**src/rtl/cdc_req_arbiter_if.sv**
```systemverilog
`default_nettype none
// ============================================================================
//  Module      : cdc_req_arbiter_if
//  Description : Bundle of requester-side and far-domain handshake signals
//                for cdc_req_arbiter. The arbiter uses the slave modport; the
//                environment driving requesters and the far domain uses master.
//  Revision    : 1.0 - initial release
// ============================================================================
interface cdc_req_arbiter_if #(
  parameter int NREQ = 4,
  parameter int DW   = 8
);
  localparam int c_IW = (NREQ > 1) ? $clog2(NREQ) : 1;

  logic [NREQ-1:0]    req_valid;
  logic [NREQ*DW-1:0] req_data;
  logic [NREQ-1:0]    req_done;
  logic               cdc_req;
  logic [DW-1:0]      cdc_data;
  logic               cdc_ack;
  logic [c_IW-1:0]    grant_id;
  logic               busy;
  logic               err_flag;
  logic               err_clr;

  modport slave (
    input  req_valid, req_data, cdc_ack, err_clr,
    output req_done, cdc_req, cdc_data, grant_id, busy, err_flag
  );

  modport master (
    output req_valid, req_data, cdc_ack, err_clr,
    input  req_done, cdc_req, cdc_data, grant_id, busy, err_flag
  );
endinterface
`default_nettype wire

```
**src/rtl/cdc_req_arbiter.sv**
```systemverilog
`default_nettype none
// ============================================================================
//  Module      : cdc_req_arbiter
//  Description : Round-robin arbiter that shares one 4-phase req/ack channel
//                into an asynchronous domain among NREQ requesters. The ack
//                is synchronized before use, waiting for ack high is bounded
//                by TIMEOUT cycles, and a timeout raises a sticky err_flag.
//                NREQ and DW must match the parameters of the bus interface.
//  Revision    : 1.0 - initial release
// ============================================================================
module cdc_req_arbiter #(
  parameter int NREQ        = 4,
  parameter int DW          = 8,
  parameter int SYNC_STAGES = 2,
  parameter int TIMEOUT     = 255
) (
  input  logic                clk,
  input  logic                rst_n,
  cdc_req_arbiter_if.slave    bus
);

  localparam int              c_IW  = (NREQ > 1) ? $clog2(NREQ) : 1;
  localparam int              c_CW  = 16;
  localparam logic [c_CW-1:0] c_TMO = c_CW'(TIMEOUT);

  typedef enum logic [2:0] {
    S_IDLE  = 3'd0,
    S_REQ   = 3'd1,
    S_REL   = 3'd2,
    S_DONE  = 3'd3,
    S_ABORT = 3'd4
  } state_t;

  state_t                 state_q;
  logic [SYNC_STAGES-1:0] ack_sync_q;
  logic                   ack_s;
  logic [c_CW-1:0]        cnt_q;
  logic [c_CW-1:0]        cnt_inc;
  logic [c_IW-1:0]        last_grant_q;
  logic [c_IW-1:0]        grant_id_q;
  logic                   cdc_req_q;
  logic [DW-1:0]          cdc_data_q;
  logic [NREQ-1:0]        req_done_q;
  logic                   busy_q;
  logic                   err_flag_q;
  logic [c_IW-1:0]        pick_d;
  logic                   pick_vld_d;

  // Index of the k-th requester after base, wrapping at NREQ (k <= NREQ).
  function automatic logic [c_IW-1:0] rr_idx(input logic [c_IW-1:0] base, input int k);
    int s;
    s = int'(base) + k;
    if (s >= NREQ) s = s - NREQ;
    return c_IW'(s);
  endfunction

  // Bring the far-domain ack into clk; only the last stage feeds the FSM.
  always_ff @(posedge clk or negedge rst_n) begin
    if (!rst_n) ack_sync_q <= '0;
    else        ack_sync_q <= {ack_sync_q[SYNC_STAGES-2:0], bus.cdc_ack};
  end

  assign ack_s   = ack_sync_q[SYNC_STAGES-1];
  assign cnt_inc = cnt_q + 1'b1;

  // Round-robin pick: scan from the requester after the last grant; the
  // loop runs farthest-first so the nearest pending requester wins.
  always_comb begin
    pick_d     = '0;
    pick_vld_d = 1'b0;
    for (int k = NREQ; k >= 1; k--) begin
      if (bus.req_valid[rr_idx(last_grant_q, k)]) begin
        pick_d     = rr_idx(last_grant_q, k);
        pick_vld_d = 1'b1;
      end
    end
  end

  // Handshake FSM with every output registered; err_clr is applied before
  // the state actions so a same-cycle timeout set overrides the clear.
  always_ff @(posedge clk or negedge rst_n) begin
    if (!rst_n) begin
      state_q      <= S_IDLE;
      cnt_q        <= '0;
      last_grant_q <= c_IW'(NREQ - 1);
      grant_id_q   <= '0;
      cdc_req_q    <= 1'b0;
      cdc_data_q   <= '0;
      req_done_q   <= '0;
      busy_q       <= 1'b0;
      err_flag_q   <= 1'b0;
    end else begin
      req_done_q <= '0;
      if (bus.err_clr) err_flag_q <= 1'b0;

      unique case (state_q)
        S_IDLE: begin
          // A stale high ack is irrelevant here; it is only looked at in REQ.
          if (pick_vld_d) begin
            state_q      <= S_REQ;
            cdc_req_q    <= 1'b1;
            cdc_data_q   <= bus.req_data[int'(pick_d)*DW +: DW];
            grant_id_q   <= pick_d;
            last_grant_q <= pick_d;
            cnt_q        <= '0;
            busy_q       <= 1'b1;
          end
        end
        S_REQ: begin
          if (ack_s) begin
            state_q   <= S_REL;
            cdc_req_q <= 1'b0;
            cnt_q     <= '0;
          end else if (cnt_inc == c_TMO) begin
            state_q    <= S_ABORT;
            cdc_req_q  <= 1'b0;
            cnt_q      <= '0;
            err_flag_q <= 1'b1;
          end else begin
            cnt_q <= cnt_inc;
          end
        end
        S_REL: begin
          if (!ack_s) begin
            state_q                <= S_DONE;
            req_done_q[grant_id_q] <= 1'b1;
          end
        end
        S_DONE: begin
          state_q <= S_IDLE;
          busy_q  <= 1'b0;
        end
        S_ABORT: begin
          // Wait out a late ack so the far side sees a complete return to zero.
          if (!ack_s) begin
            state_q <= S_IDLE;
            busy_q  <= 1'b0;
          end
        end
        default: begin
          state_q   <= S_IDLE;
          cdc_req_q <= 1'b0;
          busy_q    <= 1'b0;
        end
      endcase
    end
  end

  assign bus.cdc_req  = cdc_req_q;
  assign bus.cdc_data = cdc_data_q;
  assign bus.req_done = req_done_q;
  assign bus.grant_id = grant_id_q;
  assign bus.busy     = busy_q;
  assign bus.err_flag = err_flag_q;

endmodule
`default_nettype wire

```
**src/flat_wrapper.sv**
```systemverilog
// flat-port wrapper written by rule: the top's interface ports become plain ports
module cdc_req_arbiter_flat 
#(
  parameter int NREQ        = 4,
  parameter int DW          = 8,
  parameter int SYNC_STAGES = 2,
  parameter int TIMEOUT     = 255
)
  (clk, rst_n, bus_req_valid, bus_req_data, bus_cdc_ack, bus_err_clr, bus_req_done, bus_cdc_req, bus_cdc_data, bus_grant_id, bus_busy, bus_err_flag);
  cdc_req_arbiter_if #(.NREQ(NREQ), .DW(DW)) bus_i ();
  input  logic clk;
  input  logic rst_n;
  input wire logic [$bits(bus_i.req_valid)-1:0] bus_req_valid;
  input wire logic [$bits(bus_i.req_data)-1:0] bus_req_data;
  input wire logic [$bits(bus_i.cdc_ack)-1:0] bus_cdc_ack;
  input wire logic [$bits(bus_i.err_clr)-1:0] bus_err_clr;
  output wire logic [$bits(bus_i.req_done)-1:0] bus_req_done;
  output wire logic [$bits(bus_i.cdc_req)-1:0] bus_cdc_req;
  output wire logic [$bits(bus_i.cdc_data)-1:0] bus_cdc_data;
  output wire logic [$bits(bus_i.grant_id)-1:0] bus_grant_id;
  output wire logic [$bits(bus_i.busy)-1:0] bus_busy;
  output wire logic [$bits(bus_i.err_flag)-1:0] bus_err_flag;
  assign bus_i.req_valid = bus_req_valid;
  assign bus_i.req_data = bus_req_data;
  assign bus_i.cdc_ack = bus_cdc_ack;
  assign bus_i.err_clr = bus_err_clr;
  assign bus_req_done = bus_i.req_done;
  assign bus_cdc_req = bus_i.cdc_req;
  assign bus_cdc_data = bus_i.cdc_data;
  assign bus_grant_id = bus_i.grant_id;
  assign bus_busy = bus_i.busy;
  assign bus_err_flag = bus_i.err_flag;
  cdc_req_arbiter #(.NREQ(NREQ), .DW(DW), .SYNC_STAGES(SYNC_STAGES), .TIMEOUT(TIMEOUT)) u_core (.clk(clk), .rst_n(rst_n), .bus(bus_i));
endmodule
```
**config.mk**
```make
export PLATFORM = sky130hd
export DESIGN_NAME = cdc_req_arbiter_flat
export DESIGN_NICKNAME = d
export VERILOG_FILES = /design/src/rtl/cdc_req_arbiter_if.sv /design/src/rtl/cdc_req_arbiter.sv /design/src/flat_wrapper.sv
export SDC_FILE = /design/constraint.sdc
export NUM_CORES = 1
export LEC_CHECK = 0
export CAP_MARGIN = 20
export CORE_MARGIN = 5
export CORE_UTILIZATION = 53
export CTS_CLUSTER_SIZE = 10
export DETAILED_ROUTE_END_ITERATION = 6
export GPL_TIMING_DRIVEN = 0
export HOLD_SLACK_MARGIN = 0.08
export PLACE_DENSITY_LB_ADDON = 0.12
export SLEW_MARGIN = 20
export SYNTH_ARGS = -nofsm -noshare
export SYNTH_HDL_FRONTEND = slang
export SYNTH_SLANG_ARGS = --single-unit
```
**constraint.sdc**
```tcl
create_clock -name clk -period 4.2 [get_ports clk]
set_clock_uncertainty 0.2 [all_clocks]
set_input_delay 0.84 -clock clk [delete_from_list [all_inputs] [get_ports clk]]
set_output_delay 0.84 -clock clk [all_outputs]
set_load 0.01 [all_outputs]
```
==> results of run 1 <==
[logic make-up (layout without fill, tap and decap cells)]
kind of cell    Yosys count  after routing  share of synthesized area (%)
fa+ha+maj                 2              2                           1.09
flops                    40             40                           43.8
xor+xnor                  1              1                          0.383
compound gates           71             71                           19.8
buf+inv                  20             85                           3.39
simple gates            109            109                           24.1
mux                      16             16                           7.44
[report_power, final]
group	switching, µW	total, µW	internal (µW)
logic	368	682	314
clock network	132	308	176
registers	66.8	549	482
[metrics by stage]
stage / total power, µW / cells / hold WS (ns)
final: 1540 / 374 / 0.157
after global routing: 1660 / 374 / 0.176
after CTS: 1550 / 374 / 0.155
after detailed placement: 1240 / 366 / 0.137
after global placement: 1210 / 365 / 0.136
after floorplan: 951 / 259 / 0.131
[worst max-delay path: cells and delay by family]
kind / cells / cell delay [ns]
buffers and inverters: 2 / 0.95
AOI/OAI and AO/OA: 3 / 0.90
and+or+nand+nor: 1 / 0.07
muxes: 1 / 0.37
[synth_stat cells (3+ instances only)]
cell type	instances
dfrtp_1	38
nand2b_1	3
nor2b_1	4
nor2_1	25
nor3_1	4
a21o_1	5
o21ai_0	26
nand4_1	7
clkbuf_1	11
nand3_1	4
mux2i_1	8
o31ai_1	9
o21ai_1	4
a21oi_1	11
and3_1	8
inv_1	7
nand2_1	40
mux2_2	8
[cell type report]
type / count / area (µm²) / area share (%)
Multi-Input combinational cell: 199 / 1210 / 39.7
Sequential cell: 40 / 1000 / 33.0
Timing Repair Buffer: 57 / 583 / 19.2
Clock buffer: 6 / 72.6 / 2.39
Tap cell: 50 / 62.6 / 2.06
Buffer: 13 / 51.3 / 1.69
Clock inverter: 2 / 35.0 / 1.15
Inverter: 7 / 26.3 / 0.864
[layer usage]
metal | vias to the layer above | GRT usage (%)
met5 | - | 0
met2 | 60 | 35.2
met4 | 0 | 4.47
met1 | 1033 | 29.6
li1 | 1055 | -
met3 | 4 | 4.88
[registers in the layout (all words and copies together), names as in the netlist]
| name | flops |
|---|---|
| u_core.last_grant_q | 2 |
| u_core.ack_sync_q | 2 |
| u_core.bus.busy | 1 |
| u_core.bus.grant_id | 2 |
| u_core.bus.cdc_data | 8 |
| u_core.bus.req_done | 4 |
| u_core.bus.err_flag | 1 |
| u_core.bus.cdc_req | 1 |
| u_core.state_q | 3 |
| u_core.cnt_q | 16 |
[final timing paths]
check	depth (start not counted)	slack (ns)	end
setup / recovery	7	1.03	u_core.bus.cdc_data[4]
hold / removal	0	0.16	u_core.ack_sync_q[1]
setup reg to reg	9	1.38	u_core.cnt_q[3]
hold reg to reg	0	0.16	u_core.ack_sync_q[1]
max in group asynchronous	2	2.97	u_core.last_grant_q[1]
min in group asynchronous	1	0.29	u_core.cnt_q[4]
==> metrics.txt, run 1 <==
TritonCTS Sinks=40; Slew Limit Fails=0; Seq cells post-synth=40; M1 WL=around 2.5 mm; Synth async-reset ratio=100%; CTS resizes=0; maxcap violations=0; Ys Warns=0; hold path startpoint=u_core.ack_sync_q[0]; Final min period=3.17 ns; routed via count=about 2200; critical path type=input port to flip-flop; Clock Latency Late Sink=just under 0.3 ns; fraction of layout cells with a size suffix above 1=8.64%; Die ar.=approximately 5700 µm²; worst-path fanout max=10; sequential fraction of the synthesis area=43.8%; Clock Tree Buf Depth=2; pwr dens=~500 nW/µm²; most used cell, CP=o21ai_0; VDD IR max=between 0.3 and 0.4 mV; postcts setup bufs=0; most frequent cells in the layout=55 x clkdlybuf4s50_1, 40 x nand2_1, 38 x dfrtp_1; Total Routing Usage GR=between 20% and 30%; share of Yosys cell area claimed by the top area cell type=41.6%; EDFF count, synth=0; initial antenna violation count=0; CP Cell Sequence=clkdlybuf4s50_1 -> nor2_1 -> o311ai_2 -> buf_2 -> mux2_2 -> o21ai_0 -> o21ai_0; # nets final=365; first-pass GRT wire length=~9.5 mm; reg-to-reg startpoint=u_core.cnt_q[0]; post-DR vias/cell=5.75; post-route ant nets=0; HPWL Detailed=4.48 mm; Critical Path Sink Type=flip-flop; Post-Place Setup Slack=0.731 ns; drt first pass iters=5; Reg clk slew, reported paths=0.08 ns; largest net degree at the start of global routing=24; hold_buf cts=0; H-tree lvl count=2; met2 WL=around 3.0 mm; TNS Setup=0 ns; row cnt=23; post-synthesis cell type count=45; CP max-delay cell=o311ai_2; n_diodes=0; critical path arrival=3.13 ns; PortBufs=between 50 and 60; fin util=about 74%; Syn Area/Cell=8.84 µm²; total leakage power=0.00128 µW; DP Area=~2900 µm²; GRT overflow=0; Worst setup SP type=input port; Crit path largest cell delay=around 0.65 ns; fillcell total=300; outcome=finished, final reports clean; cells after synthesis=approximately 260; hold crit path type=flip-flop to flip-flop; Met3 Wirelength=255 µm; chip height=around 76 µm; mapped cell area=2290 µm²; global placement routability congestion=between 0.9 and 1; uppermost layer routed=met4; slew margin rel.=48.3%; commonest non-fill, non-tap cell in the layout=clkdlybuf4s50_1; clock root buffer=clkbuf_8; Synthesized Nets=301; WL per Instance=around 15 µm; Setup crit start=bus_req_valid[1]; Max Clk Rate=0.315 GHz; Hold Vio Cnt, Final=0; Core Region=4090 µm²; DR iter-0 viols=237; final setup violating endpoints=0; period utilization=between 70% and 80%; Design Area, Final=3040 µm²; Synth area leader=dfrtp_1; Area Growth Syn to Fin=32.9%; Initial Utilization=a little under three fifths; main area contributors after synthesis=dfrtp_1 42%, nand2_1 6.6%, o21ai_0 5.7%; final wirelength=5.76 mm; Die Wd=75.7 µm; final setup margin=1.03 ns; I/O Pins=57; Num CTS Buffers=5; RSZ-0062 raised after global routing=false; Worst-Margin Slew=between 0.7 and 0.8 ns; ys flop type=dfrtp_1; Remaining DRCs=0; number of global-route vias before repair=2040; Worst Path Required=4.16 ns; TritonCTS clock tree=done
Power figures use the tool's default switching activity.
==> run 2: changes to the inputs <==
- CORE_UTILIZATION: 53 -> 44
- clock period: 4.2 -> 2.9 ns (I/O delays scaled with it)
==> metrics.txt, run 2 (synthesis results as in run 1) <==
Die Wd=82.1 µm (+8.5%); Design Area, Final=3090 µm² (+1.6%); Hold Vio Cnt, Final=0 (unchanged); # nets final=367 (+0.55%); maxcap violations=0 (unchanged); TNS Setup=0 ns (unchanged); Final min period=2.74 ns; Critical Path Sink Type=flip-flop; Remaining DRCs=0 (unchanged); Area Growth Syn to Fin=35.0%; row cnt=26 (+13%); clock root buffer=clkbuf_8; power after layout=2240 µW (+46%); largest net degree at the start of global routing=27 (+13%); max FFs per register=16 (unchanged); worst-path fanout max=10 (unchanged); met1 Track Usage GR=22.8% (-6.8 points); Worst-Margin Slew=0.805 ns (+0.0306 ns); H-tree lvl count=2 (unchanged); Clock Latency Late Sink=0.29 ns (about the same); TritonCTS clock tree=done; Core Region=5070 µm² (+24%); pwr dens=726 nW/µm² (+43%); Top reg by flops=u_core.cnt_q; DR iter-0 viols=100 (-58%); DP Area=2950 µm² (+0.60%); n_diodes=0 (unchanged); Max Clk Rate=0.365 GHz; routed via count=2145 (-0.33%); I/O Pins=57 (unchanged); hold path startpoint=u_core.ack_sync_q[0]; PortBufs=56 (unchanged); Total Routing Usage GR=18.7% (-2.9 points); reg-to-reg endpoint=u_core.cnt_q[5]; Slew Limit Fails=0 (unchanged); Reg clk slew, reported paths=0.08 ns (about the same); VDD IR max=0.426 mV (+15%); final setup violating endpoints=0 (unchanged); commonest non-fill, non-tap cell in the layout=clkdlybuf4s50_1; fin cells=396 (+5.9%); Multi-input gate area=1220 µm² (+0.83%); period utilization=94.5%; Worst setup SP type=input port; most frequent cells in the layout=55 x clkdlybuf4s50_1, 40 x nand2_1, 38 x dfrtp_1; number of global-route vias before repair=2053 (+0.64%); WL per Instance=14.7 µm (-4.6%); total leakage power=0.00129 µW (+0.79%); met3 usage=4.56% (-0.33 points); slew margin rel.=46.0% (-2.3 points); worst reg2reg path depth=10 (+1); met2 Use GR=32.1% (-3.0 points); Clock Tree Buf Depth=2 (unchanged); Hold Path Cell Cnt=0 (unchanged); initial antenna violation count=0 (unchanged); outcome=finished, final reports clean; R2R Setup Slk=0.18 ns (-1.20 ns); Placed Cells=386 (+5.5%); post-DR vias/cell=5.42 (-5.9%); critical path type=input port to flip-flop; post-route ant nets=0 (unchanged); Reg area=1000 µm² (unchanged); drt first pass iters=4 (-1); first-pass GRT wire length=9.62 mm (+1.7%); Die ar.=6740 µm² (+18%); fraction of layout cells with a size suffix above 1=8.90% (+0.25 points); critical path arrival=2.70 ns (-0.43 ns); TritonCTS Sinks=40 (unchanged); hold slack=0.150 ns (-0.00710 ns); global placement routability congestion=0.835 (-10%); fillcell total=482 (+61%); RSZ-0062 raised after global routing=false; Worst Path Required=2.86 ns (-1.30 ns); final wirelength=5.82 mm (+1.1%); Initial Utilization=45.1% (-11 points); Hold EP=u_core.ack_sync_q[1]; busiest grt layer=met2; HPWL Detailed=4.33 mm (-3.3%); GRT overflow=0 (unchanged); hold crit path type=flip-flop to flip-flop; chip height=82.1 µm (+8.5%); reg-to-reg startpoint=u_core.cnt_q[0]; Num CTS Buffers=5 (unchanged)
-- run 2: cell types whose count changed in the layout (fill, tap and decap cells not counted), sizes merged --
cell	previous run	this run
clkbuf	18	19
dlygate4sd3	0	1
-- run 2: timing repair --
item	4_1_cts	5_1_grt
hold endpoints to repair	14	0
setup endpoints to repair	1	8
buffers inserted	0	1
hold buffers	1	0
resized for setup	1	1
pin swaps	0	1
-- run 2: through the flow --
step	util (%)	worst slack [ns]
after detailed placement	58.2	-0.379
after floorplan	-	0.516
final	60.9	0.160
after global placement	57.9	-0.322
after CTS	60.7	0.112
after global routing	60.9	0.00451
-- run 2: per-layer routing --
layer	wire, µm	part of all wire [%]
met4	89	1.5
met2	2980	51
met3	259	4.4
met1	2500	43
met5	0	0
-- run 2: layout make-up --
class | instances | area share [%]
timing repair buffer | 59 | 19.2
inverter | 7 | 0.851
sequential | 40 | 32.5
clock inverter | 2 | 1.13
buffer | 13 | 1.74
multi-input combinational | 199 | 39.4
clock buffer | 6 | 2.35
tap | 70 | 2.84
-- run 2: where the power goes --
part           internal, µW  switching [µW]  total (µW)
clock                   256             198         454
sequential              698            92.5         790
combinational           462             537         999
total                  1410             828        2240
-- run 2: worst max path at each step --
stage	depth (start not counted)	startpoint	slack [ns]	to
3_3_place_gp	7	bus_req_valid[1]	-0.32	u_core.bus.cdc_data[4]
4_1_cts	8	bus_req_valid[3]	0.11	u_core.bus.cdc_data[4]
5_1_grt	8	bus_req_valid[3]	0.005	u_core.bus.cdc_data[4]
6_report	8	bus_req_valid[3]	0.16	u_core.bus.cdc_data[4]
3_5_place_dp	7	bus_req_valid[3]	-0.38	u_core.bus.cdc_data[4]
2_1_floorplan	9	u_core.cnt_q[0]	0.52	u_core.cnt_q[5]
-- run 2: critical path: stages --
cell and delay [ns]:
clkdlybuf4s50_1 0.56, nor2b_1 0.21, o21ai_0 0.17, o311ai_4 0.20, clkbuf_4 0.37, mux2_2 0.35, o21ai_0 0.14, o21ai_0 0.10
